==> src/rtl/dump_pkg.sv <==
// Shared definitions for the dump strobe timing monitor: FSM states, read-select
// codes, default widths and status bit positions.
package dump_pkg;

    localparam int unsigned DEF_TIMER_W = 14;
    localparam int unsigned DEF_CNT_W   = 4;

    typedef enum logic [2:0] {
        StIdle,
        StWaitOn,
        StOn,
        StOff,
        StDone
    } state_e;

    localparam logic [2:0] SEL_FIRST_ON  = 3'd0;
    localparam logic [2:0] SEL_ON_WIDTH  = 3'd1;
    localparam logic [2:0] SEL_OFF_WIDTH = 3'd2;
    localparam logic [2:0] SEL_ON_COUNT  = 3'd3;
    localparam logic [2:0] SEL_END_TIME  = 3'd4;
    localparam logic [2:0] SEL_STATUS    = 3'd5;

    localparam int unsigned STAT_DONE = 0;
    localparam int unsigned STAT_OVL  = 1;
    localparam int unsigned STAT_TMO  = 2;
    localparam int unsigned STAT_SAT  = 3;

endpackage

==> src/rtl/dump_width_counter.sv <==
// Saturating cycle counter with synchronous clear, count enable and freeze.
module dump_width_counter #(
    parameter int unsigned W = 14
) (
    input  logic         clk_i,
    input  logic         rst_i,
    input  logic         clr_i,
    input  logic         en_i,
    input  logic         frz_i,
    output logic [W-1:0] count_o
);

    localparam logic [W-1:0] CountMax = {W{1'b1}};

    logic [W-1:0] count_q;

    always_ff @(posedge clk_i) begin
        if (rst_i) begin
            count_q <= '0;
        end else if (clr_i) begin
            count_q <= '0;
        end else if (en_i && !frz_i && (count_q != CountMax)) begin
            count_q <= count_q + W'(1);
        end
    end

    assign count_o = count_q;

endmodule

==> src/rtl/dump_monitor.sv <==
// Decodes the dump on/off strobe sequence into onset delay, first on/off widths,
// pulse count and end time, readable through a registered select port.
module dump_monitor
    import dump_pkg::*;
#(
    parameter int unsigned TIMER_W = DEF_TIMER_W,
    parameter int unsigned CNT_W   = DEF_CNT_W
) (
    input  logic        clkin,
    input  logic        reset,
    input  logic        start,
    input  logic        dumpon_str,
    input  logic        dumpoff_str,
    input  logic        over,
    input  logic [2:0]  rd_sel,
    output logic [15:0] dataout,
    output logic        done,
    output logic        err
);

    localparam logic [TIMER_W-1:0] TimerMax = {TIMER_W{1'b1}};
    localparam logic [CNT_W-1:0]   CntMax   = {CNT_W{1'b1}};

    state_e              state_q, state_d;
    logic [TIMER_W-1:0]  timer_q, timer_d;
    logic [TIMER_W-1:0]  first_on_q, first_on_d;
    logic [TIMER_W-1:0]  end_time_q, end_time_d;
    logic [CNT_W-1:0]    on_count_q, on_count_d;
    logic                ovl_q, ovl_d;
    logic                tmo_q, tmo_d;
    logic                sat_q, sat_d;
    logic                on_frz_q, on_frz_d;
    logic                off_frz_q, off_frz_d;
    logic                done_q, done_d;
    logic [15:0]         dataout_q, rd_data;
    logic [15:0]         status;
    logic                active;
    logic                wc_clr, on_en, off_en;
    logic [TIMER_W-1:0]  on_width, off_width;

    assign active = (state_q == StWaitOn) || (state_q == StOn) || (state_q == StOff);

    always_comb begin
        state_d    = state_q;
        timer_d    = timer_q;
        first_on_d = first_on_q;
        end_time_d = end_time_q;
        on_count_d = on_count_q;
        ovl_d      = ovl_q;
        tmo_d      = tmo_q;
        sat_d      = sat_q;
        on_frz_d   = on_frz_q;
        off_frz_d  = off_frz_q;
        done_d     = done_q;
        wc_clr     = 1'b0;
        on_en      = 1'b0;
        off_en     = 1'b0;

        if (start) begin
            state_d    = StWaitOn;
            timer_d    = '0;
            first_on_d = '0;
            end_time_d = '0;
            on_count_d = '0;
            ovl_d      = 1'b0;
            tmo_d      = 1'b0;
            sat_d      = 1'b0;
            on_frz_d   = 1'b0;
            off_frz_d  = 1'b0;
            done_d     = 1'b0;
            wc_clr     = 1'b1;
        end else if (active) begin
            if (dumpon_str && dumpoff_str) begin
                ovl_d = 1'b1;
            end
            if (timer_q != TimerMax) begin
                timer_d = timer_q + TIMER_W'(1);
            end

            if (!over) begin
                end_time_d = timer_q;
                state_d    = StDone;
                done_d     = 1'b1;
            end else if (timer_q == TimerMax) begin
                tmo_d      = 1'b1;
                end_time_d = timer_q;
                state_d    = StDone;
                done_d     = 1'b1;
            end else begin
                unique case (state_q)
                    StWaitOn: begin
                        if (dumpon_str) begin
                            first_on_d = timer_q;
                            on_count_d = on_count_q + CNT_W'(1);
                            on_en      = 1'b1;
                            state_d    = StOn;
                        end
                    end
                    StOn: begin
                        if (dumpon_str) begin
                            on_en = 1'b1;
                        end else begin
                            // The falling cycle already belongs to the off phase.
                            off_en   = dumpoff_str;
                            on_frz_d = 1'b1;
                            state_d  = StOff;
                        end
                    end
                    StOff: begin
                        // An overlapping cycle is not taken as a new on pulse.
                        if (dumpon_str && !dumpoff_str) begin
                            if (on_count_q == CntMax) begin
                                sat_d = 1'b1;
                            end else begin
                                on_count_d = on_count_q + CNT_W'(1);
                            end
                            off_frz_d = 1'b1;
                            state_d   = StOn;
                        end else begin
                            off_en = dumpoff_str;
                        end
                    end
                    default: ;
                endcase
            end
        end
    end

    always_ff @(posedge clkin) begin
        if (reset) begin
            state_q    <= StIdle;
            timer_q    <= '0;
            first_on_q <= '0;
            end_time_q <= '0;
            on_count_q <= '0;
            ovl_q      <= 1'b0;
            tmo_q      <= 1'b0;
            sat_q      <= 1'b0;
            on_frz_q   <= 1'b0;
            off_frz_q  <= 1'b0;
            done_q     <= 1'b0;
            dataout_q  <= '0;
        end else begin
            state_q    <= state_d;
            timer_q    <= timer_d;
            first_on_q <= first_on_d;
            end_time_q <= end_time_d;
            on_count_q <= on_count_d;
            ovl_q      <= ovl_d;
            tmo_q      <= tmo_d;
            sat_q      <= sat_d;
            on_frz_q   <= on_frz_d;
            off_frz_q  <= off_frz_d;
            done_q     <= done_d;
            dataout_q  <= rd_data;
        end
    end

    dump_width_counter #(
        .W (TIMER_W)
    ) u_on_width (
        .clk_i   (clkin),
        .rst_i   (reset),
        .clr_i   (wc_clr),
        .en_i    (on_en),
        .frz_i   (on_frz_q),
        .count_o (on_width)
    );

    dump_width_counter #(
        .W (TIMER_W)
    ) u_off_width (
        .clk_i   (clkin),
        .rst_i   (reset),
        .clr_i   (wc_clr),
        .en_i    (off_en),
        .frz_i   (off_frz_q),
        .count_o (off_width)
    );

    always_comb begin
        status            = '0;
        status[STAT_DONE] = done_q;
        status[STAT_OVL]  = ovl_q;
        status[STAT_TMO]  = tmo_q;
        status[STAT_SAT]  = sat_q;
    end

    always_comb begin
        rd_data = '0;
        case (rd_sel)
            SEL_FIRST_ON:  rd_data = 16'(first_on_q);
            SEL_ON_WIDTH:  rd_data = 16'(on_width);
            SEL_OFF_WIDTH: rd_data = 16'(off_width);
            SEL_ON_COUNT:  rd_data = 16'(on_count_q);
            SEL_END_TIME:  rd_data = 16'(end_time_q);
            SEL_STATUS:    rd_data = status;
            default:       rd_data = '0;
        endcase
    end

    assign dataout = dataout_q;
    assign done    = done_q;
    assign err     = ovl_q | tmo_q;

endmodule

==> config.mk <==
export PLATFORM = sky130hd
export DESIGN_NAME = dump_monitor
export DESIGN_NICKNAME = d
export VERILOG_FILES = /design/src/rtl/dump_pkg.sv /design/src/rtl/dump_width_counter.sv /design/src/rtl/dump_monitor.sv
export SDC_FILE = /design/constraint.sdc
export NUM_CORES = 1
export LEC_CHECK = 0
export ABC_AREA = 0
export ABC_CLOCK_PERIOD_IN_PS = 4790
export CAP_MARGIN = 0
export CELL_PAD_IN_SITES_DETAIL_PLACEMENT = 1
export CELL_PAD_IN_SITES_GLOBAL_PLACEMENT = 2
export CORE_ASPECT_RATIO = 0.5
export CORE_UTILIZATION = 25
export CTS_BUF_LIST = sky130_fd_sc_hd__clkbuf_2
export CTS_CLUSTER_DIAMETER = 60
export DETAILED_ROUTE_END_ITERATION = 6
export GPL_TIMING_DRIVEN = 0
export PLACE_DENSITY = 0.67
export SLEW_MARGIN = 0
export SYNTH_ARGS = -nofsm -noshare
export SYNTH_HDL_FRONTEND = slang
export SYNTH_HIERARCHICAL = 1
export SYNTH_SLANG_ARGS = --single-unit
export TNS_END_PERCENT = 5
==> constraint.sdc <==
create_clock -name clkin -period 4.79 [get_ports clkin]
set_input_delay 0.7185 -clock clkin [delete_from_list [all_inputs] [get_ports clkin]]
set_output_delay 0.7185 -clock clkin [all_outputs]
set_load 0.01 [all_outputs]
==> metrics.md <==
| Metric | Value |
|---|---|
| Yosys warning count | `6` |
| Top sig layer | `met4` |
| Ant diodes | `0` |
| CTS HTree Levels | `3` |
| Antenna violations before repair | `0` |
| RSZ-0062 raised after global routing | `false` |
| Slowest cell delay on critical path | `between 0.4 and 0.5 ns` |
| Remaining DRCs | `0` |
| Clk network pwr share | `0.354` |
| Vias in the first global route | `4238` |
| Finished Layout Cells | `around 840` |
| Starting density of the core | `0.258` |
| Transition time of the tightest slew-check pin | `about 1.2 ns` |
| P&R area growth vs syn | `14.5%` |
| PD cells | `~260 mW/mm2` |
| Largest net degree at the start of global routing | `15` |
| Worst IR Drop VDD | `between 0.0001 and 0.00015 V` |
| Drt first pass iters | `5` |
| M1 wire length | `8230 um` |
| Crit path max fanout | `10` |
| Die Span Y | `99.9 um` |
| Met2 WL | `between 6000 and 7000 um` |
| CP cell instances | `ha_1, nand4_1, buf_2, nor4_2, buf_2, nor2_1, and3_1, nor2b_1, nand3_1, o311ai_0, o41ai_1` |
| Number of synthesized flops with an enable pin | `0` |
| Mapped Avg Cell Area | `between 8 and 9 um2` |
| Worst hold path type | `reg -> reg` |
| Netlist Area Pre-Place | `0.00479 mm2` |
| Pint | `1.06 mW` |
| Net Sw Power | `between 0.3 and 0.4 mW` |
| Worst Path Arrival | `between 3 and 4 ns` |
| Setup Viol. Count Final | `0` |
| Crit path launch | `timer_q[0]` |
| Die width | `a little under 200 um` |
| Share of cells above drive strength 1 | `0.0833` |
| Maximum Capacitance Violations | `0` |
| Met3 wire len | `427 um` |
| Fill cells | `about 2.2k` |
| Tmin final | `~3.3 ns` |
| Cell repeated most along the worst path | `buf_2` |
| Commonest non-fill, non-tap cell in the layout | `dfxtp_1` |
| Setup Fix Bufs, Post-CTS | `0` |
| Total GRT Usage | `0.166` |
| CTS Root Cell | `clkbuf_2` |
| CP endpoint kind | `flop` |
| Seq cells post-synth | `97` |
| Total grt overflow | `0` |
| Port buffer count | `22` |
| Most frequent cells in the layout | `dfxtp_1 (97), nand2_1 (53), a21oi_1 (42)` |
| Clock Latency Late Sink | `0.58 ns` |
| Post-synth top flop | `dfxtp_1` |
| Layout net count | `586` |
| Total wire length | `roughly 16000 um` |
| Fin. Hold Viols | `0` |
| Worst Skew | `0.0280 ns` |
| P_leak | `1.81 nW` |
| IO Pins | `27` |
| Flop pwr share | `0.577` |
| HPWL Detailed | `between 10000 and 15000 um` |
| GPL Wtd Cong | `0.791` |
| Worst Min Path Start | `first_on_q[0]` |
| Worst Path Buf+Inv | `2` |
| Gate power share | `0.069` |
| Worst Setup Start Kind | `flop` |
| Wirelength per Cell | `~19 um` |
| Clock-pin slew on the worst setup and hold paths | `about 0.24 ns` |
| Num CTS Buffers | `9` |
| ANT nets after route | `0` |
| WP data required | `5.27 ns` |
| Slowest cell on crit path | `nor2b_1` |
| Setup_tns | `0 ns` |
| FF-to-FF Start | `timer_q[0]` |
| CTS resizes | `0` |
| Iter 0 DRT Violations | `approximately 230` |
| Status | `finished, final reports clean` |
| Slew headroom | `0.207` |
| Die ar. | `0.0197 mm2` |
| Post-synthesis cell count | `approximately 540` |
| Row cnt | `35` |
| DP Area | `between 0.005 and 0.006 mm2` |
| CTS tree | `yes` |
| Async set or reset register ratio after synthesis | `0` |
| Core footprint | `roughly 0.019 mm2` |
| Fin. max-slew vios | `0` |
| Synth cell types | `between 60 and 70` |
| Achievable Freq | `around 300 MHz` |
| Final worst path period share | `0.694` |
| Via count | `between 4k and 5k` |
| Design Area, Final | `roughly 0.0055 mm2` |
| Total clock sinks | `97` |
| Dpl cells | `821` |
| Via/cell ratio | `about 5.1` |
| CP Class | `reg -> reg` |
| Clock Path Buffers | `2` |
| Hold-fix buffers, CTS | `0` |
| Sequential share of the synthesized area | `0.406` |
| CP delay by family, top | `simple AND/OR/NAND/NOR gates` |
| First-pass GRT wire length | `24900 um` |
| Sw Ratio | `0.248` |
## final cells by class
cell class	instances	area (um2)	area share
clock buffers	10	50.0	0.00913
repair buffers	22	220	0.0402
plain buffers	39	200	0.0365
multi-input cells	399	2630	0.480
flip-flops and latches	97	1940	0.354
inverters	5	18.8	0.00342
clock inverters	4	93.8	0.0171
well taps	259	324	0.0591
## cells in the mapped netlist, drive strengths merged (2+ instances only)
cell type,number,area (um2)
or4,13,97.6
and3,9,66.3
o2bb2ai,12,105
a31oi,4,25.0
nor3,12,70.1
nand3b,2,15.0
and2,2,12.5
nand2b,3,18.8
nand2,53,199
nand4,9,62.6
nor2b,4,25.0
mux2i,34,340
o21bai,3,22.5
o41ai,3,45.1
dfxtp,97,1940
o311ai,2,17.5
or2,4,25.0
a21oi,42,210
ha,4,50.1
mux4,2,45.0
nor2,30,113
a211oi,2,15.0
mux2,2,22.5
o311a,2,20.0
nor4,5,37.5
o31a,5,43.8
inv,5,18.8
clkbuf,23,86.3
a22oi,10,75.1
and4,4,40.0
o211ai,5,37.5
o21a,6,45.0
nand3,31,155
or3,16,100
a222oi,2,20.0
nor4bb,2,50.1
o21ai,26,130
o31ai,16,120
and4b,4,40.0
buf,16,114
## power groups by stage
stage,Clock [mW],Sequential (mW),Combinational (mW)
5_1_grt,0.550,0.815,0.106
3_5_place_dp,0,0.828,0.0979
4_1_cts,0.524,0.814,0.0982
3_3_place_gp,0,0.828,0.0976
2_1_floorplan,0,0.828,0.0602
6_report,0.499,0.814,0.0972
## worst paths after layout
path	to	slack, ns	cells after the start
max	u_off_width/count_o[10]	1.47	11
min	first_on_q[0]	0.49	2
max reg2reg	u_off_width/count_o[10]	1.47	11
min reg2reg	first_on_q[0]	0.49	2
## registers in the layout (all words and copies together), names as in the netlist, 3 cells and up
name / cells
dataout: 14
end_time_q: 14
first_on_q: 14
on_count_q: 4
state_q: 3
timer_q: 14
u_off_width/count_o: 14
u_on_width/count_o: 14
## cells by family (layout without fill, tap and decap cells)
family,count (synthesis),count (layout),synth area share
AO/OA/AOI/OAI,149,149,0.212
flip-flops,97,97,0.406
adder cells (fa/ha/maj),4,4,0.0105
other,1,2,0.000783
AND/OR/NAND/NOR,205,205,0.239
XOR/XNOR,1,1,0.00183
multiplexers,38,38,0.0852
buffers and inverters,44,80,0.0457
## layer usage
metal  track usage  vias up
met5             0        -
met3        0.0276        7
met2         0.257       45
met1         0.242     2133
li1              -     2094
met4        0.0346        0
## metrics by stage
stage               hold WS, ns  utilization  setup WS [ns]  power [mW]
CTS                       0.492        0.295           1.54        1.44
floorplan                 0.434            -           2.38       0.888
global route              0.522        0.295           1.32        1.47
finish                    0.491        0.295           1.47        1.41
detailed placement        0.465        0.287           1.15       0.926
global placement          0.455        0.287           1.12       0.926
## tightest hold or removal path, stage by stage (launching register included)
cell and delay [ns]:
dfxtp_1 0.37, nand2_1 0.06, mux2i_1 0.06
No activity file was read; power rests on OpenSTA's default activity.
